### config.mk
export PLATFORM = sky130hd
export DESIGN_NAME = bp_be_branch_resolve
export DESIGN_NICKNAME = d
export VERILOG_FILES = /design/src/rtl/bp_be_branch_resolve.sv
export SDC_FILE = /design/constraint.sdc
export NUM_CORES = 1
export LEC_CHECK = 0
export ABC_AREA = 1
export CORE_MARGIN = 3
export CORE_UTILIZATION = 43
export CTS_CLUSTER_SIZE = 8
export DETAILED_ROUTE_END_ITERATION = 16
export PLACE_DENSITY = 0.77
export RECOVER_POWER = 100
export SETUP_SLACK_MARGIN = 0.2
export SLEW_MARGIN = 20
export SYNTH_ARGS = -nofsm -noshare
export SYNTH_HDL_FRONTEND = slang
export SYNTH_SLANG_ARGS = --single-unit
export TNS_END_PERCENT = 50
### constraint.sdc
create_clock -name clk_i -period 1.8 [get_ports clk_i]
set_input_delay 0.27 -clock clk_i [delete_from_list [all_inputs] [get_ports clk_i]]
set_output_delay 0.27 -clock clk_i [all_outputs]
set_load 0.01 [all_outputs]
### src/rtl/bp_be_branch_resolve.sv
// -----------------------------------------------------------------------------
// bp_be_branch_resolve
//
// Purpose:
//   Sits behind the control pipe of the BE calculator. Each resolved packet's
//   npc is compared with the npc the frontend actually fetched. A mismatch
//   registers a redirect command for the FE command queue, pulses a one-cycle
//   squash of younger work, and holds the command until it is accepted.
//   Saturating branch and mispredict statistics are kept.
//
// Optional feature (macro BP_BE_BRANCH_RESOLVE_ATTABOY_EN):
//   When defined, a correctly predicted control-flow instruction produces a
//   one-cycle, non-stalling "attaboy" command. When undefined, the attaboy
//   output is tied to 0.
//
// Ports:
//   clk_i                clock, rising edge
//   reset_i              asynchronous active-low reset
//   br_v_i               resolved packet valid
//   br_branch_i          packet is a control-flow instruction
//   br_btaken_i          control-flow instruction resolved taken
//   br_npc_i             resolved next pc
//   pred_npc_i           npc actually fetched by the frontend
//   fe_cmd_v_o           command valid toward the FE command queue
//   fe_cmd_npc_o         command target pc
//   fe_cmd_taken_o       taken bit of the resolving instruction
//   fe_cmd_branch_o      command caused by a control-flow instruction
//   fe_cmd_attaboy_o     command is a correct-prediction notice
//   fe_cmd_ready_and_i   FE command queue accepts when valid & ready
//   flush_o              one-cycle squash of younger instructions
//   busy_o               redirect outstanding, issue must stall
//   branch_cnt_o         saturating count of accepted control-flow packets
//   mispredict_cnt_o     saturating count of redirects
//
// State table:
//   state      | meaning
//   E_IDLE     | packets accepted and checked; attaboy (if enabled) lasts 1 cycle
//   E_REDIRECT | redirect command held until accepted; packets are squashed
// -----------------------------------------------------------------------------
module bp_be_branch_resolve #(
  parameter int vaddr_width_p = 39,
  parameter int stat_width_p  = 32
) (
  input  logic                     clk_i,
  input  logic                     reset_i,
  input  logic                     br_v_i,
  input  logic                     br_branch_i,
  input  logic                     br_btaken_i,
  input  logic [vaddr_width_p-1:0] br_npc_i,
  input  logic [vaddr_width_p-1:0] pred_npc_i,
  output logic                     fe_cmd_v_o,
  output logic [vaddr_width_p-1:0] fe_cmd_npc_o,
  output logic                     fe_cmd_taken_o,
  output logic                     fe_cmd_branch_o,
  output logic                     fe_cmd_attaboy_o,
  input  logic                     fe_cmd_ready_and_i,
  output logic                     flush_o,
  output logic                     busy_o,
  output logic [stat_width_p-1:0]  branch_cnt_o,
  output logic [stat_width_p-1:0]  mispredict_cnt_o
);

  typedef enum logic {E_IDLE, E_REDIRECT} state_e;

  state_e                   state_q, state_d;
  logic                     cmd_v_q, cmd_v_d;
  logic                     flush_q, flush_d;
  logic [vaddr_width_p-1:0] npc_q, npc_d;
  logic                     taken_q, taken_d;
  logic                     branch_q, branch_d;
  logic [stat_width_p-1:0]  br_cnt_q, br_cnt_d;
  logic [stat_width_p-1:0]  mp_cnt_q, mp_cnt_d;
`ifdef BP_BE_BRANCH_RESOLVE_ATTABOY_EN
  logic                     attaboy_q, attaboy_d;
`endif

  logic mismatch;
  assign mismatch = (br_npc_i != pred_npc_i);

  always_comb begin
    state_d   = state_q;
    cmd_v_d   = cmd_v_q;
    flush_d   = 1'b0;
    npc_d     = npc_q;
    taken_d   = taken_q;
    branch_d  = branch_q;
    br_cnt_d  = br_cnt_q;
    mp_cnt_d  = mp_cnt_q;
`ifdef BP_BE_BRANCH_RESOLVE_ATTABOY_EN
    attaboy_d = 1'b0;
`endif
    case (state_q)
      E_IDLE: begin
        // Any command shown in an IDLE cycle is an attaboy, which is
        // offered once and then dropped regardless of ready.
        cmd_v_d = 1'b0;
        if (br_v_i) begin
          if (br_branch_i && (br_cnt_q != '1)) begin
            br_cnt_d = br_cnt_q + stat_width_p'(1);
          end
          if (mismatch) begin
            state_d  = E_REDIRECT;
            cmd_v_d  = 1'b1;
            flush_d  = 1'b1;
            npc_d    = br_npc_i;
            taken_d  = br_btaken_i;
            branch_d = br_branch_i;
            if (mp_cnt_q != '1) begin
              mp_cnt_d = mp_cnt_q + stat_width_p'(1);
            end
          end
`ifdef BP_BE_BRANCH_RESOLVE_ATTABOY_EN
          else if (br_branch_i) begin
            cmd_v_d   = 1'b1;
            attaboy_d = 1'b1;
            npc_d     = br_npc_i;
            taken_d   = br_btaken_i;
            branch_d  = 1'b1;
          end
`endif
        end
      end
      E_REDIRECT: begin
        // Younger packets are squashed here and never counted.
        if (fe_cmd_ready_and_i) begin
          state_d = E_IDLE;
          cmd_v_d = 1'b0;
        end
      end
      default: begin
        state_d = E_IDLE;
        cmd_v_d = 1'b0;
      end
    endcase
  end

  always_ff @(posedge clk_i or negedge reset_i) begin
    if (!reset_i) begin
      state_q   <= E_IDLE;
      cmd_v_q   <= 1'b0;
      flush_q   <= 1'b0;
      npc_q     <= '0;
      taken_q   <= 1'b0;
      branch_q  <= 1'b0;
      br_cnt_q  <= '0;
      mp_cnt_q  <= '0;
`ifdef BP_BE_BRANCH_RESOLVE_ATTABOY_EN
      attaboy_q <= 1'b0;
`endif
    end else begin
      state_q   <= state_d;
      cmd_v_q   <= cmd_v_d;
      flush_q   <= flush_d;
      npc_q     <= npc_d;
      taken_q   <= taken_d;
      branch_q  <= branch_d;
      br_cnt_q  <= br_cnt_d;
      mp_cnt_q  <= mp_cnt_d;
`ifdef BP_BE_BRANCH_RESOLVE_ATTABOY_EN
      attaboy_q <= attaboy_d;
`endif
    end
  end

  // All outputs come straight from registers; no input-to-output paths.
  assign fe_cmd_v_o       = cmd_v_q;
  assign fe_cmd_npc_o     = npc_q;
  assign fe_cmd_taken_o   = taken_q;
  assign fe_cmd_branch_o  = branch_q;
  assign flush_o          = flush_q;
  assign busy_o           = (state_q == E_REDIRECT);
  assign branch_cnt_o     = br_cnt_q;
  assign mispredict_cnt_o = mp_cnt_q;
`ifdef BP_BE_BRANCH_RESOLVE_ATTABOY_EN
  assign fe_cmd_attaboy_o = attaboy_q;
`else
  assign fe_cmd_attaboy_o = 1'b0;
`endif

endmodule

# ---- After elaboration in Yosys (flattened, before gate mapping)
# Index checks and enable logic that the tools add are counted.
dict set report totals {
  regBits 108
  inputBits 84
  out_inout_bits 109
  elab_cells 26
}
dict set report op_classes {
  n_addsub 2
  eq_ne 4
  muxes 7
  n_bitwise 1
  n_reduce_logical 4
}
# cell n
set op_table {}
lappend op_table {{$add 32x1->32 const B} 2}
lappend op_table {{$ne 32x32->1 const B} 2}
lappend op_table {{$ne 39x39->1} 1}
lappend op_table {{$reduce_and 3->1} 2}
lappend op_table {{$mux 1} 5}
lappend op_table {{$pmux 1 s2} 2}
lappend op_table {{$reduce_and 4->1} 1}
lappend op_table {{$ne 2x2->1 const B} 1}
lappend op_table {{$logic_and 1x1->1} 1}
lappend op_table {{$not 1->1} 1}

# ---- Logic depth before layout (Yosys ltp)
# Gate-level depths: netlist of the first run.
dict set report depth {
  word_depth 4
  ltp_mapped 15
  ltp_nobuf 13
}

# ---- Worst setup path after synthesis of the first run
# No wires, ideal clock.
dict set report synth_timing {
  kind {register to register}
  from {reg mp_cnt_q[0], in the netlist mispredict_cnt_o[0]}
  to {reg mp_cnt_q[10], in the netlist mispredict_cnt_o[10]}
  setup_time_ns 0.117
  arrival_time_ns 1.685
  required_time_ns 1.683
  slack_ns -0.002
  path_stages_with_launch 10
  path_buffers 1
  period_less_slack_ns 1.802
  cell_sequence {dfrtp_1 > ha_1 > inv_1 > nor3_4 > nand2_2 > nor2_4 > nand3_2 > buf_2 > nand4_1 > nand2_1}
}
dict set report synth_via {
  elab_chain_len 2
  word_cells_on_any_way 3
  classes_between {add/sub: 1; eq/ne: 1; reduce/logical: 1}
}
# item line
set synth_rtl {}
lappend synth_rtl {{start: declaration} 72} ;# logic [stat_width_p-1:0] mp_cnt_q, mp_cnt_d;
lappend synth_rtl {{start signal: assignment} 158} ;# mp_cnt_q <= mp_cnt_d;
lappend synth_rtl {{parallel branches: the longest is 2 deep, another holds $add 32x1->32} --}
# Parallel ways; which one is timed is not known.
# A chain may end at the register's enable or synchronous reset.

# ---- Worst setup path after layout of the first run
dict set report layout_timing {
  from {reg br_cnt_q[0], in the netlist branch_cnt_o[0]}
  to {reg br_cnt_q[10], in the netlist branch_cnt_o[10]}
}
dict set report layout_via {
  elab_chain_len 3
  word_cells_on_any_way 4
  classes_between {add/sub: 1; eq/ne: 1; reduce/logical: 2}
}
# item line
set layout_rtl {}
lappend layout_rtl {{start: declaration} 71} ;# logic [stat_width_p-1:0] br_cnt_q, br_cnt_d;
lappend layout_rtl {{start signal: assignment} 157} ;# br_cnt_q <= br_cnt_d;
lappend layout_rtl {{parallel branches: the longest is 3 deep, another holds $add 32x1->32} --}
# Parallel ways; which one is timed is not known.

==> results of run 1 <==
-- worst register-to-register path, delay by kind of cell (launching register included) --
family                   cells  cell delay (ns)
XOR/XNOR                     1             0.14
buffers and inverters        3             0.31
AND/OR/NAND/NOR              7             0.64
adder cells (fa/ha/maj)      1             0.19
flip-flops                   1             0.37
-- final cells by class --
class	instances	area share, %
Timing Repair inverter	3	0.372
Tap cell	180	2.09
Clock inverter	5	0.546
Sequential cell	108	25.2
Multi-Input combinational cell	674	33.8
Timing Repair Buffer	365	32.6
Inverter	79	3.10
Clock buffer	11	2.25
-- report_power, final --
part | internal [mW] | total, mW | switching, mW
clock network | 1.12 | 2.08 | 0.962
registers | 2.77 | 3.00 | 0.235
logic | 1.43 | 2.73 | 1.30
total | 5.32 | 7.81 | 2.49
-- synthesized netlist by cell type --
cell / number
dfrtp_1: 108
nor3b_1: 1
buf_4: 7
nand2_1: 383
nand4_1: 41
nor2_1: 82
nand3_1: 17
nor3_1: 30
a21boi_0: 1
nor2_2: 1
or2_2: 1
o21ai_1: 6
nand2b_1: 1
nand3b_1: 10
nand3_2: 3
o21ai_0: 20
nor3_4: 1
buf_6: 5
inv_1: 76
clkinv_1: 1
conb_1: 1
xnor2_1: 35
clkbuf_1: 8
inv_2: 2
ha_1: 2
nor2_4: 1
xor2_1: 32
nand2_2: 3
buf_2: 6
nor4_1: 1
o21a_1: 1
-- flip-flops by register name, indices dropped and copies added, names as in the netlist --
register,flops
fe_cmd_branch_o,1
branch_cnt_o,32
fe_cmd_taken_o,1
fe_cmd_v_o,1
busy_o,1
fe_cmd_npc_o,39
flush_o,1
mispredict_cnt_o,32
-- final timing paths --
path / slack [ns] / endpoint / cells past startpoint
max: 0.03 / branch_cnt_o[10] / 12
min: 0.14 / fe_cmd_npc_o[34] / 3
max reg2reg: 0.03 / branch_cnt_o[10] / 12
min reg2reg: 0.48 / fe_cmd_npc_o[25] / 2
max in group asynchronous: 0.22 / fe_cmd_npc_o[1] / 3
min in group asynchronous: 0.57 / fe_cmd_npc_o[5] / 2
-- kinds of logic (layout without fill, tap and decap cells) --
| kind of cell | Yosys count | in the layout | synth area share, % |
|---|---|---|---|
| other | 1 | 1 | 0.0591 |
| AO/OA/AOI/OAI | 28 | 28 | 2.29 |
| AND/OR/NAND/NOR | 576 | 576 | 38.1 |
| buffers and inverters | 105 | 463 | 7.33 |
| adder cells (fa/ha/maj) | 2 | 2 | 0.394 |
| flip-flops | 108 | 108 | 42.6 |
| XOR/XNOR | 67 | 67 | 9.24 |
-- per-layer routing --
layer	track usage (%)	vias up	part of all wire, %
met5	0	-	0
met4	10.9	0	3.9
met3	5.35	72	6.5
met2	48.0	339	51
met1	33.5	3468	39
li1	-	3472	-
-- metrics by stage --
step,worst slack (ns),total power [mW],utilization [%],std cells
4_1_cts,0.0746,7.73,72.6,1405
3_5_place_dp,-0.425,5.38,65.0,1328
5_1_grt,-0.0786,8.17,76.1,1425
6_report,0.0294,7.81,76.1,1425
2_1_floorplan,0.101,3.96,-,887
3_3_place_gp,-0.344,5.31,65.0,1328
-- what timing repair did --
item | CTS | global route
gates cloned | 9 | 3
setup buffers | 51 | 17
pin swaps | 38 | 49
gates resized for setup | 139 | 272
setup endpoints to repair | 167 | 171
hold buffers | 1 | 0
hold endpoints to repair | 33 | 0
==> results.py, run 1 <==
metrics = {
    "sta": {
        "skew_ns": 0.00981,
        "tightest_slew_ns": 0.930,
        "setup_viol": 0,
        "min_period_ns": 1.77,
        "holdWs_ns": 0.136,
        "fmax_mhz": 565,
        "drv_slew": 0,
        "rsz0062_at_grt": "yes",
        "relSlewSlack_pct": 38.0,
        "min_period_over_period_pct": 98.4,
        "hold_violations": 0,
        "fin_tns_setup_ns": 0,
    },
    "routing": {
        "ant_nets": 0,
        "vias": 7351,
        "drt_wl_total_um": 23400,
        "drc": 0,
        "first_iter_violations": 702,
        "viasPerCell": 5.16,
        "dr.pass1.iters": 5,
        "avgRoutedWirePerCell_um": 16.4,
    },
    "clock_network": {
        "clkTransAtPathRegs_ns": 0.07,
        "numCtsBuffers": 9,
        "cts_buffer_depth": 2,
        "cts_sinks": 108,
        "cts_max_level": 3,
        "insertion_delay_ns": 0.36,
        "clockRootBuffer": "clkbuf_16",
        "cts_tree": "built",
    },
    "place": {
        "gp_congestion": 0.938,
        "place_hpwl_um": 15100,
        "placed_cell_area_um2": 9200,
        "port-buffer-count": 191,
    },
    "floorplan": {
        "dieWidth_um": 128,
        "start_util_pct": 44.9,
        "core-area_um2": 14100,
        "fp-row-count": 43,
        "io_pins": 193,
        "die-area_um2": 16300,
        "die_height_um": 128,
    },
    "worst_setup_path": {
        "worstPathMaxFanout": 12,
        "path_common_cell": "nand2_2",
        "start_kind": "flip-flop",
        "crit_path_max_incr_delay_ns": 0.37,
        "arrival_ns": 2.01,
        "path_delay_family": "simple AND/OR/NAND/NOR gates",
        "critPathKind": "flip-flop to flip-flop",
        "endpoint_kind": "flip-flop",
        "slowest_stage": "dfrtp_1",
        "crit_start": "branch_cnt_o[0]",
        "r2r_start": "branch_cnt_o[0]",
        "cp_cell_sequence": "ha_2 -> inv_2 -> nor2_4 -> nand2_2 -> inv_2 -> nand2_2 -> nor2_4 -> nand2_2 -> nand2_4 -> buf_6 -> nor2_1 -> xor2_1",
        "crit_required_ns": 2.04,
        "crit_buf_inv": 3,
    },
    "yosys": {
        "synthCells": 887,
        "yosys-top-cells-area": "dfrtp_1, nand2_1, nor2_1",
        "syn-cell-area_um2": 6350,
        "synth_cell_type_count": 31,
        "yosys_warnings": 0,
        "yosys.area.top_type": "dfrtp_1",
        "syn_area_per_cell_um2": 7.16,
        "synth.net_count": 973,
        "synth_seq_cells": 108,
        "post-synth-top-area-fraction_pct": 42.6,
        "ys_seq_area_share_pct": 42.6,
    },
    "worst_hold_path": {
        "hp-start": "br_npc_i[34]",
        "hold_class": "input port to flip-flop",
    },
    "cells_and_area": {
        "drive_above_1_share_pct": 28.5,
        "stdcell_area_um2": 10800,
        "multi_input_area_um2": 3640,
        "antenna_cells": 0,
        "final_cell_mix": "nand2_1, buf_4, dfrtp_1",
        "seqCellArea_um2": 2710,
        "nNetsFinal": 1326,
        "syn_to_final_growth_pct": 69.6,
        "layout_commonest_cell": "nand2_1",
        "fillers": 990,
    },
    "global_route": {
        "overflow": 0,
        "grt_first_pass_wirelength_um": 35900,
        "track_usage_pct": 27.5,
        "grt_pass1_vias": 7228,
        "grt_max_degree": 41,
        "antenna_found_initial": 0,
    },
    "outcome": {
        "status": "finished clean",
    },
    "power": {
        "p_leak_nw": 6.03,
        "powerDensity_nw_per_um2": 726,
        "peakVddDrop_mv": 0.609,
    },
    "job": {
        "max-cap-violations": 0,
    },
}
Power figures use the tool's default switching activity.
==> run 2: changes to the inputs <==
--- a/config.mk
+++ b/config.mk
@@ -6,12 +6,14 @@
 export NUM_CORES = 1
 export LEC_CHECK = 0
 export ABC_AREA = 1
+export CAP_MARGIN = 20
 export CORE_MARGIN = 3
 export CORE_UTILIZATION = 43
 export CTS_CLUSTER_SIZE = 8
 export DETAILED_ROUTE_END_ITERATION = 16
 export PLACE_DENSITY = 0.77
 export RECOVER_POWER = 100
+export REMOVE_ABC_BUFFERS = 1
 export SETUP_SLACK_MARGIN = 0.2
 export SLEW_MARGIN = 20
 export SYNTH_ARGS = -nofsm -noshare
==> results.py, run 2 (same netlist as run 1, synthesis figures left out) <==
metrics = {
    "outcome": {
        "status": "finished with violations",
        "violations": "setup timing",
    },
    "floorplan": {
        "start_util_pct": 44.9,
        "dieWidth_um": 128,
        "io_pins": 193,
        "die_height_um": 128,
        "fp-row-count": 43,
        "core-area_um2": 14100,
        "die-area_um2": 16300,
    },
    "routing": {
        "dr.pass1.iters": 9,
        "first_iter_violations": 567,
        "drc": 0,
        "drt_wl_total_um": 23200,
        "vias": 7358,
        "ant_nets": 0,
        "avgRoutedWirePerCell_um": 16.6,
        "viasPerCell": 5.26,
    },
    "sta": {
        "rsz0062_at_grt": "yes",
        "drv_slew": 0,
        "hold_violations": 0,
        "tightest_slew_ns": 0.657,
        "skew_ns": 0.00926,
        "relSlewSlack_pct": 56.2,
        "worst_slack_ns": -0.0826,
        "setup_viol": 47,
        "min_period_ns": 1.88,
        "fmax_mhz": 531,
        "min_period_over_period_pct": 105,
    },
    "cells_and_area": {
        "stdcell_count": 1399,
        "nNetsFinal": 1301,
        "fillers": 946,
        "largest_reg_flops": 39,
        "drive_above_1_share_pct": 26.1,
        "syn_to_final_growth_pct": 71.1,
        "final_cell_mix": "nand2_1, buf_4, dfrtp_1",
        "layout_commonest_cell": "nand2_1",
    },
    "worst_setup_path": {
        "crit_required_ns": 2.02,
        "endpoint_kind": "flip-flop",
        "start_kind": "flip-flop",
        "path_common_cell": "nand2_2",
        "cp_cell_sequence": "ha_2 -> inv_2 -> nor2_4 -> nand2_2 -> inv_2 -> nand2_2 -> nor2_4 -> nand2_2 -> nand2_4 -> buf_6 -> buf_6 -> nor3_2 -> nand2b_1",
        "worstPathMaxFanout": 4,
        "crit_path_max_incr_delay_ns": 0.36,
        "critPathKind": "flip-flop to flip-flop",
        "arrival_ns": 2.11,
        "slowest_stage": "dfrtp_1",
    },
    "power": {
        "peakVddDrop_mv": 0.682,
        "powerDensity_nw_per_um2": 729,
        "p_leak_nw": 6.35,
    },
    "place": {
        "dpl.cell_count": 1349,
        "gp_congestion": 0.959,
        "port-buffer-count": 191,
        "place_hpwl_um": 15300,
        "dp_slack_ns": -0.497,
    },
    "clock_network": {
        "cts_sinks": 108,
        "clockRootBuffer": "clkbuf_16",
        "cts_buffer_depth": 2,
        "insertion_delay_ns": 0.35,
        "cts_tree": "built",
        "clkTransAtPathRegs_ns": 0.07,
        "numCtsBuffers": 9,
        "cts_max_level": 3,
    },
    "global_route": {
        "grt_first_pass_wirelength_um": 33500,
        "grt_pass1_vias": 6784,
        "grt_max_degree": 52,
        "track_usage_pct": 25.6,
        "antenna_found_initial": 1,
        "overflow": 0,
    },
    "job": {
        "max-cap-violations": 0,
    },
    "worst_hold_path": {
        "hold_class": "input port to flip-flop",
    },
}
## run 2: cell count changes in the layout (fill, tap and decap cells not counted), moves of 9 or more
cell,before,now
dlymetal6s2s_1,51,91
clkbuf_2,35,5
clkdlybuf4s15_1,36,14
buf_4,142,122
nand2_1,322,308
dlygate4sd2_1,9,18
nand2_4,18,27
## run 2: area by class of cell
class	instances	area (um^2)	share of cell area (%)
multi-input combinational	674	3780	34.8
timing repair buffer	340	3470	31.9
sequential	108	2710	24.9
inverter	79	330	3.04
clock buffer	12	246	2.27
tap	180	225	2.07
clock inverter	2	60.1	0.553
timing repair inverter	3	41.3	0.380
antenna	1	2.50	0.0230
## run 2: through the flow
stage	total power, mW	hold WS (ns)	utilization (%)	TNS [ns]	cell area, um^2
2_1_floorplan	3.86	-0.0256	-	-39.09	6180
3_3_place_gp	5.30	0.199	65.4	-29.10	9260
3_5_place_dp	5.36	0.200	65.4	-31.90	9260
4_1_cts	7.59	0.290	70.2	0	9930
5_1_grt	8.26	0.178	76.8	-5.51	10900
6_report	7.92	0.165	76.8	-1.79	10900
## run 2: where the power goes
part	total (mW)	internal, mW	switching (mW)
logic	2.78	1.44	1.34
clock network	2.13	1.25	0.881
registers	3.01	2.76	0.247
total	7.92	5.45	2.47
## run 2: final timing paths
| check | startpoint | to | slack, ns | cells after the start |
|---|---|---|---|---|
| max in group asynchronous | reset_i | branch_cnt_o[2] | 0.27 | 3 |
| max reg2reg | branch_cnt_o[1] | branch_cnt_o[21] | -0.08 | 13 |
| min reg2reg | fe_cmd_npc_o[8] | fe_cmd_npc_o[8] | 0.48 | 2 |
| min | br_npc_i[23] | fe_cmd_npc_o[23] | 0.17 | 3 |
| max | branch_cnt_o[1] | branch_cnt_o[21] | -0.08 | 13 |
| min in group asynchronous | reset_i | mispredict_cnt_o[1] | 0.45 | 2 |
## run 2: critical path: cells and delay by family (launching register included)
family | cells | cell delay, ns
flip-flops | 1 | 0.36
adder cells (fa/ha/maj) | 1 | 0.20
buffers and inverters | 4 | 0.39
AND/OR/NAND/NOR | 8 | 0.81
## run 2: layer usage
metal  global-route usage, %  share of wire, %  vias to the layer above
met1                    32.4                38                     3442
met5                       0                 0                        -
met3                    4.31               7.3                       98
li1                        -                 -                     3422
met4                    10.6               4.2                        0
met2                    43.3                50                      396
## run 2: what timing repair did
action | CTS | global route
setup endpoints to repair | 165 | 167
cloned | 4 | 5
endpoints found under the hold margin | 22 | 0
buffers inserted | 11 | 14
pin swaps | 28 | 55
hold buffers | 1 | 0
gates resized for setup | 94 | 270
==> run 3: changes to the inputs <==
--- a/config.mk
+++ b/config.mk
@@ -8,10 +8,10 @@
 export ABC_AREA = 1
 export CAP_MARGIN = 20
 export CORE_MARGIN = 3
-export CORE_UTILIZATION = 43
+export CORE_UTILIZATION = 49
 export CTS_CLUSTER_SIZE = 8
 export DETAILED_ROUTE_END_ITERATION = 16
-export PLACE_DENSITY = 0.77
+export PLACE_DENSITY_LB_ADDON = 0.08
 export RECOVER_POWER = 100
 export REMOVE_ABC_BUFFERS = 1
 export SETUP_SLACK_MARGIN = 0.2
==> constraint.sdc (replaced) <==
create_clock -name clk_i -period 2.43 [get_ports clk_i]
set_input_delay 0.3645 -clock clk_i [delete_from_list [all_inputs] [get_ports clk_i]]
set_output_delay 0.3645 -clock clk_i [all_outputs]
set_load 0.01 [all_outputs]
==> results.py, run 3 (same netlist as run 1, synthesis figures left out) <==
metrics = {
    "sta": {
        "fmax_mhz": 463,
        "min_period_over_period_pct": 88.8,
        "relSlewSlack_pct": 46.8,
        "rsz0062_at_grt": "yes",
        "min_period_ns": 2.16,
        "skew_ns": 0.00724,
        "hold_violations": 0,
        "setup_viol": 0,
        "drv_slew": 0,
        "tightest_slew_ns": 0.797,
        "holdWs_ns": 0.472,
    },
    "global_route": {
        "grt_pass1_vias": 6086,
        "grt_first_pass_wirelength_um": 29700,
        "grt_max_degree": 53,
        "overflow": 0,
        "antenna_found_initial": 0,
        "track_usage_pct": 25.5,
    },
    "worst_hold_path": {
        "hold_end": "fe_cmd_npc_o[31]",
        "hold_class": "flip-flop to flip-flop",
        "hp-start": "fe_cmd_npc_o[31]",
        "holdPathStages": 2,
    },
    "clock_network": {
        "cts_sinks": 108,
        "cts_tree": "built",
        "clkTransAtPathRegs_ns": 0.07,
        "numCtsBuffers": 9,
        "insertion_delay_ns": 0.35,
        "cts_buffer_depth": 2,
        "cts_max_level": 3,
        "clockRootBuffer": "clkbuf_16",
    },
    "routing": {
        "viasPerCell": 5.01,
        "drc": 0,
        "ant_nets": 0,
        "dr.pass1.iters": 5,
        "drt_wl_total_um": 17900,
        "first_iter_violations": 450,
        "vias": 6283,
        "avgRoutedWirePerCell_um": 14.2,
    },
    "cells_and_area": {
        "post-route-util_pct": 70.9,
        "final_cell_mix": "nand2_1, dlygate4sd3_1, dfrtp_1",
        "multi_input_area_um2": 3170,
        "fillers": 1069,
        "layout_commonest_cell": "nand2_1",
        "stdcell_count": 1253,
        "drive_above_1_share_pct": 3.69,
        "largest_reg_flops": 39,
        "antenna_cells": 0,
        "seqCellArea_um2": 2700,
        "syn_to_final_growth_pct": 37.5,
        "nNetsFinal": 1166,
    },
    "floorplan": {
        "die-area_um2": 14400,
        "start_util_pct": 51.6,
        "fp-row-count": 40,
        "io_pins": 193,
        "dieWidth_um": 120,
        "core-area_um2": 12300,
        "die_height_um": 120,
    },
    "job": {
        "max-cap-violations": 0,
    },
    "worst_setup_path": {
        "arrival_ns": 2.45,
        "reg2reg_slack_ns": 0.27,
        "r2r_start": "mispredict_cnt_o[0]",
        "worstPathMaxFanout": 16,
        "critPathKind": "flip-flop to flip-flop",
        "reg2regPathDepth": 10,
        "start_kind": "flip-flop",
        "crit_required_ns": 2.72,
        "timing.rr.end": "mispredict_cnt_o[3]",
        "endpoint_kind": "flip-flop",
    },
    "place": {
        "place_hpwl_um": 13900,
        "port-buffer-count": 191,
        "gp_congestion": 0.931,
        "dpl.cell_count": 1236,
    },
    "outcome": {
        "status": "finished clean",
    },
    "power": {
        "finalPower_mw": 5.03,
        "peakVddDrop_mv": 0.450,
        "p_leak_nw": 4.25,
        "powerDensity_nw_per_um2": 576,
    },
}
[run 3: cell types whose count changed in the layout (fill, tap and decap cells not counted), moves of 17 or more]
cell and delta:
buf_4 -111, clkdlybuf4s50_1 +25, dlygate4sd2_1 -18, dlygate4sd3_1 +108, dlymetal6s2s_1 -91, nand2_1 +77, nand2_2 -50, nand2_4 -27
nor3_1 +17
[run 3: what timing repair did]
item | 4_1_cts | 5_1_grt
gates resized for setup | 0 | 2
buffers inserted | 0 | 0
hold buffers | 1 | 0
endpoints found under the setup margin | 0 | 5
hold endpoints to repair | 30 | 0
[run 3: worst max-delay path by stage]
stage                                    from                  end  slack, ns  depth (start not counted)
after floorplan                  br_npc_i[12]      fe_cmd_npc_o[0]      -0.04                         13
after global placement           br_npc_i[13]     fe_cmd_npc_o[17]       0.11                         11
after detailed placement         br_npc_i[29]     fe_cmd_npc_o[17]       0.04                         11
after CTS                     branch_cnt_o[0]     branch_cnt_o[13]       0.36                         12
after global routing          branch_cnt_o[0]     branch_cnt_o[13]        0.1                         12
final                     mispredict_cnt_o[0]  mispredict_cnt_o[3]       0.27                         10
[run 3: area by class of cell]
type                            count  area share (%)
Clock buffer                       10            2.62
Clock inverter                      6           0.559
Inverter                           79            3.43
Multi-Input combinational cell    674            36.3
Sequential cell                   108            31.0
Tap cell                          168            2.41
Timing Repair Buffer              208            23.7
[run 3: where the power goes]
group	internal [mW]	total [mW]	leakage (nW)	switching [mW]
clock	0.707	1.40	0.131	0.696
combinational	0.678	1.37	2.72	0.694
sequential	2.04	2.25	1.40	0.208
[run 3: worst max-delay path, cell delays in order, from the launching register on]
cell,delay (ns)
dfrtp_1,0.47
ha_1,0.33
inv_1,0.12
nor3_4,0.16
nand2_2,0.13
nor2_4,0.14
nand3_2,0.17
nand3_1,0.26
buf_12,0.18
nand2_1,0.07
nand2_1,0.07
[run 3: per-layer routing]
metal | GRT usage, % | part of all wire [%] | vias up
li1 | - | - | 3161
met1 | 31.5 | 42 | 2877
met2 | 43.6 | 49 | 200
met3 | 5.42 | 6.0 | 45
met4 | 10.4 | 3.4 | 0
met5 | 0 | 0 | -
[run 3: through the flow]
step           instance area, um^2  setup WS (ns)  setup TNS, ns
2_1_floorplan                 6180        -0.0377          -1.06
3_3_place_gp                  8470          0.111              0
3_5_place_dp                  8470         0.0414              0
4_1_cts                       8760          0.362              0
5_1_grt                       8730         0.0957              0
6_report                      8730          0.271              0
